**src/rtl/apb_perceptron_engine.sv**
```systemverilog
// APB-slave perceptron: weight/image RAMs, sequential MAC over a programmable length, bias, decision.
// Optional registered interrupt output is enabled by defining APB_PERCEPTRON_IRQ_EN.
module apb_perceptron_engine #(
  parameter int unsigned Amba_Word       = 24,
  parameter int unsigned Amba_Addr_Depth = 12,
  parameter int unsigned WeightPrecision = 5,
  parameter int unsigned PixWidth        = 8,
  parameter int unsigned NWords          = 64
) (
  input  logic                       clk,
  input  logic                       rst,
  input  logic                       PSEL,
  input  logic                       PENABLE,
  input  logic                       PWRITE,
  input  logic [Amba_Addr_Depth-1:0] PADDR,
  input  logic [Amba_Word-1:0]       PWDATA,
  output logic [Amba_Word-1:0]       PRDATA,
  output logic                       CatRecOut
`ifdef APB_PERCEPTRON_IRQ_EN
  ,
  output logic                       irq
`endif
);

  localparam int PixPerWord = int'(Amba_Word / PixWidth);
  localparam int PtrW       = (NWords > 1) ? $clog2(NWords) : 1;
  localparam int AccW       = int'(PixWidth + WeightPrecision) +
                              $clog2(PixPerWord * int'(NWords)) + 1;
  localparam int HiW        = int'(Amba_Addr_Depth) - 8;
  localparam logic [8:0] NWordsLen = 9'(NWords);
`ifdef APB_PERCEPTRON_IRQ_EN
  localparam logic IrqEn = 1'b1;
`else
  localparam logic IrqEn = 1'b0;
`endif

  typedef enum logic [1:0] {StIdle, StRun, StFinal, StDone} state_t;

  logic [Amba_Word-1:0] r_wram [NWords];
  logic [Amba_Word-1:0] r_iram [NWords];

  state_t                      r_state;
  logic [PtrW-1:0]             r_ptr;
  logic signed [AccW-1:0]      r_acc;
  logic signed [WeightPrecision-1:0] r_bias;
  logic [8:0]                  r_len;
  logic                        r_ie;
  logic                        r_busy;
  logic                        r_done;
  logic                        r_err;
  logic                        r_cat;
  logic [Amba_Word-1:0]        r_prdata;

  logic [HiW-1:0]         w_hi;
  logic [7:0]             w_idx;
  logic [PtrW-1:0]        w_ram_idx;
  logic                   w_in_range, w_csr, w_wram_sel, w_iram_sel;
  logic                   w_wr, w_rd_setup;
  logic                   w_wr_ctrl, w_wr_stat, w_wr_bias, w_wr_len;
  logic                   w_cfg_wr, w_cfg_ok, w_err_set, w_clr, w_start;
  logic [8:0]             w_len_eff;
  logic                   w_last;
  logic signed [AccW-1:0] w_mac;
  logic [Amba_Word-1:0]   w_rdata;

  // Unsigned pixel lanes times signed low-order weight lanes, summed across the word.
  function automatic logic signed [AccW-1:0] mac_word(input logic [Amba_Word-1:0] pix_w,
                                                      input logic [Amba_Word-1:0] wgt_w);
    logic signed [AccW-1:0] sum;
    logic signed [AccW-1:0] p;
    logic signed [AccW-1:0] w;
    sum = '0;
    for (int i = 0; i < PixPerWord; i++) begin
      p   = AccW'(pix_w[i*PixWidth +: PixWidth]);
      w   = AccW'($signed(wgt_w[i*PixWidth +: WeightPrecision]));
      sum = sum + p * w;
    end
    return sum;
  endfunction

  assign w_hi       = PADDR[Amba_Addr_Depth-1:8];
  assign w_idx      = PADDR[7:0];
  assign w_ram_idx  = w_idx[PtrW-1:0];
  assign w_in_range = ({1'b0, w_idx} < NWordsLen);
  assign w_csr      = (w_hi == '0);
  assign w_wram_sel = (w_hi == HiW'(1)) && w_in_range;
  assign w_iram_sel = (w_hi == HiW'(2)) && w_in_range;

  assign w_wr       = PSEL & PENABLE & PWRITE;
  assign w_rd_setup = PSEL & ~PENABLE & ~PWRITE;
  assign w_wr_ctrl  = w_wr & w_csr & (w_idx == 8'h00);
  assign w_wr_stat  = w_wr & w_csr & (w_idx == 8'h01);
  assign w_wr_bias  = w_wr & w_csr & (w_idx == 8'h02);
  assign w_wr_len   = w_wr & w_csr & (w_idx == 8'h03);

  assign w_cfg_wr   = w_wr_bias | w_wr_len | (w_wr & (w_wram_sel | w_iram_sel));
  assign w_cfg_ok   = w_cfg_wr & ~r_busy;
  assign w_err_set  = w_cfg_wr & r_busy;
  assign w_clr      = w_wr_ctrl & PWDATA[1];
  assign w_start    = w_wr_ctrl & PWDATA[0] & ~PWDATA[1];

  assign w_len_eff  = (r_len > NWordsLen) ? NWordsLen : r_len;
  assign w_last     = (9'(r_ptr) == (w_len_eff - 9'd1));
  assign w_mac      = mac_word(r_iram[r_ptr], r_wram[r_ptr]);

  always_ff @(posedge clk) begin
    if (w_cfg_ok && w_wram_sel) r_wram[w_ram_idx] <= PWDATA;
    if (w_cfg_ok && w_iram_sel) r_iram[w_ram_idx] <= PWDATA;
  end

  always_comb begin
    w_rdata = '0;
    if (w_csr) begin
      case (w_idx)
        8'h00:   w_rdata[2]   = r_ie;
        8'h01:   w_rdata[2:0] = {r_err, r_done, r_busy};
        8'h02:   w_rdata      = Amba_Word'(r_bias);
        8'h03:   w_rdata      = Amba_Word'(r_len);
        8'h04:   w_rdata      = Amba_Word'(r_acc);
        default: w_rdata      = '0;
      endcase
    end else if (w_wram_sel) begin
      w_rdata = r_wram[w_ram_idx];
    end else if (w_iram_sel) begin
      w_rdata = r_iram[w_ram_idx];
    end
  end

  always_ff @(posedge clk or posedge rst) begin
    if (rst) begin
      r_state  <= StIdle;
      r_ptr    <= '0;
      r_acc    <= '0;
      r_bias   <= '0;
      r_len    <= '0;
      r_ie     <= 1'b0;
      r_busy   <= 1'b0;
      r_done   <= 1'b0;
      r_err    <= 1'b0;
      r_cat    <= 1'b0;
      r_prdata <= '0;
    end else begin
      if (w_err_set)                   r_err <= 1'b1;
      else if (w_wr_stat && PWDATA[2]) r_err <= 1'b0;
      if (w_wr_stat && PWDATA[1])      r_done <= 1'b0;
      if (w_cfg_ok && w_wr_bias)       r_bias <= PWDATA[WeightPrecision-1:0];
      if (w_cfg_ok && w_wr_len)        r_len <= PWDATA[8:0];
      if (w_wr_ctrl)                   r_ie <= PWDATA[2] & IrqEn;
      if (w_rd_setup)                  r_prdata <= w_rdata;

      // CLR overrides whatever the sequencer would do this cycle, including a completion.
      if (w_clr) begin
        r_state <= StIdle;
        r_ptr   <= '0;
        r_acc   <= '0;
        r_busy  <= 1'b0;
        r_done  <= 1'b0;
        r_cat   <= 1'b0;
      end else begin
        case (r_state)
          StIdle: begin
            if (w_start) begin
              r_acc   <= '0;
              r_ptr   <= '0;
              r_busy  <= 1'b1;
              r_done  <= 1'b0;
              r_state <= (w_len_eff == 9'd0) ? StFinal : StRun;
            end
          end
          StRun: begin
            r_acc <= r_acc + w_mac;
            if (w_last) r_state <= StFinal;
            else        r_ptr   <= r_ptr + PtrW'(1);
          end
          StFinal: begin
            r_acc   <= r_acc + AccW'(r_bias);
            r_state <= StDone;
          end
          StDone: begin
            r_cat   <= ~r_acc[AccW-1];
            r_done  <= 1'b1;
            r_busy  <= 1'b0;
            r_state <= StIdle;
          end
          default: r_state <= StIdle;
        endcase
      end
    end
  end

  assign PRDATA    = r_prdata;
  assign CatRecOut = r_cat;

`ifdef APB_PERCEPTRON_IRQ_EN
  logic r_irq;

  always_ff @(posedge clk or posedge rst) begin
    if (rst)                                r_irq <= 1'b0;
    else if (w_clr || (w_wr_stat && PWDATA[1])) r_irq <= 1'b0;
    else                                    r_irq <= r_done & r_ie;
  end

  assign irq = r_irq;
`endif

endmodule
```
**config.mk**
```make
export PLATFORM = sky130hd
export DESIGN_NAME = apb_perceptron_engine
export DESIGN_NICKNAME = d
export VERILOG_FILES = /design/src/rtl/apb_perceptron_engine.sv
export SDC_FILE = /design/constraint.sdc
export NUM_CORES = 2
export LEC_CHECK = 0
export BUFFER_PORTS_ARGS = -buffer_cell sky130_fd_sc_hd__buf_2
export CAP_MARGIN = 20
export CELL_PAD_IN_SITES_DETAIL_PLACEMENT = 0
export CELL_PAD_IN_SITES_GLOBAL_PLACEMENT = 1
export CORE_AREA = 2 2 545 547
export CTS_BUF_LIST = sky130_fd_sc_hd__clkbuf_4
export DETAILED_ROUTE_END_ITERATION = 8
export DIE_AREA = 0 0 547 549
export HOLD_SLACK_MARGIN = 0.03
export PLACE_DENSITY = 0.73
export REMOVE_ABC_BUFFERS = 1
export SETUP_SLACK_MARGIN = 0.02
export SKIP_LAST_GASP = 1
export SLEW_MARGIN = 5
export SYNTH_ARGS = -nofsm -noshare
export SYNTH_HDL_FRONTEND = slang
export SYNTH_SLANG_ARGS = --single-unit
```
**constraint.sdc**
```tcl
create_clock -name clk -period 7.9 [get_ports clk]
set_input_delay 2.37 -clock clk [delete_from_list [all_inputs] [get_ports clk]]
set_output_delay 2.37 -clock clk [all_outputs]
set_load 0.1 [all_outputs]
```
==> impl_results.md <==
- Synth Cell Area: around 0.15 mm2
- Nets: slightly above 8,000
- Flops & latches, synth: approximately 3,100
- Synth Area in XOR/XNOR: less than 1%
- Worst-margin pin slew: around 1200 ps
- Largest net degree at the start of global routing: a little over 100
- Adder and majority gate portion of the synthesized area: about 2.6%
- Syn-to-layout area delta: 14.5%
- CTS tree: built
- Hold Path Class: reg2reg
- Final min period: 8190 ps
- IO Count: 66
- Initial antenna violation count: 37
- Largest stage delay on the critical path: about 620 ps
- Main synth FF type: edfxtp_1
- Worst setup EP type: flop
- Final Hold Viols: 0
- Sequential share of power: roughly 22%
- Number of global-route vias before repair: between 80,000 and 90,000
- Buf/Inv on CP: 9
- Via density per instance: between 6 and 7
- DP HPWL: 300 mm
- Clock sink count: 3,144
- Max Fanout on Critical Path: 7
- Compound-Gate Fraction of Synth Area: roughly 1.3%
- Num CTS Buffers: just under 800
- Startpoint types: flop
- Area contributors post-synth: edfxtp_1 (63%), mux4_2 (28%), fa_1 (1.7%)
- Clock-pin slew on the worst setup and hold paths: 70 ps
- Worst path top cell family by delay: adder cells
- # DRC: 0
- Max Slew Vio Count: 0
- Pleak: between 50 and 60 nW
- Die Ht: approximately 550 um
- FP Rows: 200
- GRT Resource Usage Total: about a third
- I/O Buffers: 65
- EDFF count, synth: just over 3,000
- Largest family of logic cells by synthesized area: multiplexers
- CP most frequent cell: fa_1
- Post-Syn Instances: 6,771
- Asr flop ratio synth: 2.29%
- Internal Power: about 0.050 W
- Logic pwr share: around three fifths
- Setup Skew: 133 ps
- Net Sw Frac: 39.4%
- Ratio of cells with drive above 1 in the final layout: around 46%
- Clk network pwr share: about 16%
- Synth top area share: approximately 63%
- Htree depth: 6
- Core area: 0.295 mm2
- Critical path's slowest cell: mux4_2
- Final setup margin: -290 ps
- Failing checks: negative setup slack
- Via count: about 85,000
- Total Wirelength: 477 mm
- Synth cell types: 70
- Worst Path Required: ~9300 ps
- Final setup fails: 12
- Average wire per standard cell: 38.6 um
- RSZ-0062 raised after global routing: yes
- Most frequent cells in the layout: edfxtp_1 (3,072), mux4_2 (1,794), clkbuf_4 (1,071)
- Fmax: 122 MHz
- Maximum vdd ir drop: between 4 and 5 mV
- GP Congestion: between 0.9 and 1
- Hold_buf cts: 0
- Post-Synth Simple-Gate Area: around 1.7%
- Outcome: complete, but fails checks
- Commonest non-fill, non-tap cell in the layout: edfxtp_1
- Slew HR: about 17%
- Crit Path Class: reg2reg
- 1st-pass router iterations: 6
- 1st-iter DRT viols: 13,700
- Arr. time, crit path: ~9600 ps
- Post-synthesis mux area share: 28.1%
- Aggregate global routing overflow: 0
- CTS root buffer: clkbuf_4
- Initial core utilization: about half
- Pwr dens: around 490 mW/mm2
- Clock Latency Late Sink: 1500 ps
- Maximum buffer depth of the clock tree: 4
- Die width: roughly 550 um
- Final Cycle Share: 104%
- Final hold slack: roughly 500 ps
- Max_cap viols: 0
- Yosys warning total: 0
- Post-DRT Antenna Nets: 0
- Syn Area/Cell: between 20 and 25 um2
- Net Sw Power: about 0.033 W
- Sequential area share after synthesis: between 60 and 70%
- Die Footprint: around 0.3 mm2
- First-pass GRT wire length: between 600 and 700 mm
- Synth area leader: edfxtp_1
- Core Util, Final: around 57%
## per-stage QoR
stage | setup TNS [ps] | instances | setup WS [ps] | power (W) | cell area [um2]
floorplan | -633110 | 6311 | -23250 | 0.0406 | 145000
global placement | -6940 | 10900 | -789 | 0.0600 | 157000
detailed placement | -6610 | 10900 | -729 | 0.0600 | 157000
CTS | -1780 | 12300 | -242 | 0.0748 | 167000
global route | -3640 | 12300 | -399 | 0.0869 | 168000
finish | -1930 | 12300 | -290 | 0.0826 | 168000
## power by group through the flow
stage | logic [W] | registers (W) | clock network, W
after global placement | 0.0412 | 0.0189 | 0
after detailed placement | 0.0411 | 0.0189 | 0
after global routing | 0.0539 | 0.0185 | 0.0146
final | 0.0506 | 0.0185 | 0.0136
after CTS | 0.0425 | 0.0185 | 0.0137
after floorplan | 0.0211 | 0.0195 | 0
## area by class of cell
cell class                      count  area, um2
Timing Repair Buffer              705       7240
Clock inverter                    300       1730
Antenna cell                       14       35.0
Multi-Input combinational cell   2989      51100
Tap cell                         3939       4930
Sequential cell                  3144      94100
Fill cell                       21800     127000
Clock buffer                     1071       8040
Inverter                          178        676
## sequential cells by signal, summed over array words and instances, names as in the netlist
| signal | count |
|---|---|
| r_iram | 1536 |
| r_wram | 1536 |
| PRDATA | 24 |
| r_acc | 22 |
| r_len | 9 |
| r_ptr | 6 |
| r_bias | 5 |
| r_state | 2 |
| CatRecOut | 1 |
| r_busy | 1 |
| r_done | 1 |
| r_err | 1 |
## synthesized netlist by cell type (54+ instances only)
cell type	number
a21oi_1	86
nor2_1	239
buf_2	153
mux4_2	1794
ha_1	104
fa_1	128
nand2_1	159
mux2i_1	54
buf_1	59
edfxtp_1	3072
inv_1	178
clkbuf_1	228
dfrtp_1	72
and2_1	54
## final timing paths
path	start	to	slack, ps	depth (start not counted)
setup / recovery	r_ptr[0]$_DFFE_PP0P_	r_acc[15]$_DFFE_PP0P_	-290	27
hold / removal	r_err$_DFFE_PP0P_	r_err$_DFFE_PP0P_	500	1
setup reg to reg	r_ptr[0]$_DFFE_PP0P_	r_acc[15]$_DFFE_PP0P_	-290	27
hold reg to reg	r_err$_DFFE_PP0P_	r_err$_DFFE_PP0P_	500	1
max in group asynchronous	rst	r_ptr[4]$_DFFE_PP0P_	5750	3
min in group asynchronous	rst	PRDATA[2]$_DFFE_PP0P_	890	2
## routing by layer
metal  global-route usage, %  part of all wire (%)  vias to the layer above
li1                        -                     -                    32000
met3                    8.94                    13                      912
met2                    46.9                    45                     6171
met5                       0                 0.055                        -
met4                    12.8                   4.4                       16
met1                    44.8                    37                    45500
## kinds of logic (layout without fill, tap and decap cells)
logic type	count (synthesis)	after routing
flops	3144	3144
other cells	0	14
simple gates	558	558
fa+ha+maj	233	233
xor+xnor	40	40
compound gates	293	293
buf+inv	638	2254
mux	1865	1865
## worst register-to-register path: stages, from the launching register on
cell	delay [ps]
dfrtp_4	450
buf_12	170
buf_8	170
buf_12	180
buf_4	170
buf_12	110
mux4_2	490
mux4_2	600
mux4_2	630
buf_4	200
and2_1	130
ha_1	330
fa_1	500
fa_1	510
fa_1	460
fa_1	510
inv_1	50
fa_1	480
inv_1	40
ha_1	290
and2_2	240
nor2b_1	170
a41oi_4	230
buf_4	160
o21ai_2	70
or4_1	420
a32oi_2	220
o211ai_1	130
## repair_timing
item                                    CTS  global route
cloned                                    1             8
endpoints found under the setup margin   14            14
pin swaps                                 7            34
buffers inserted                         17            56
gates resized for setup                  19            86
Note: power is estimated with default switching activity, not from simulation.
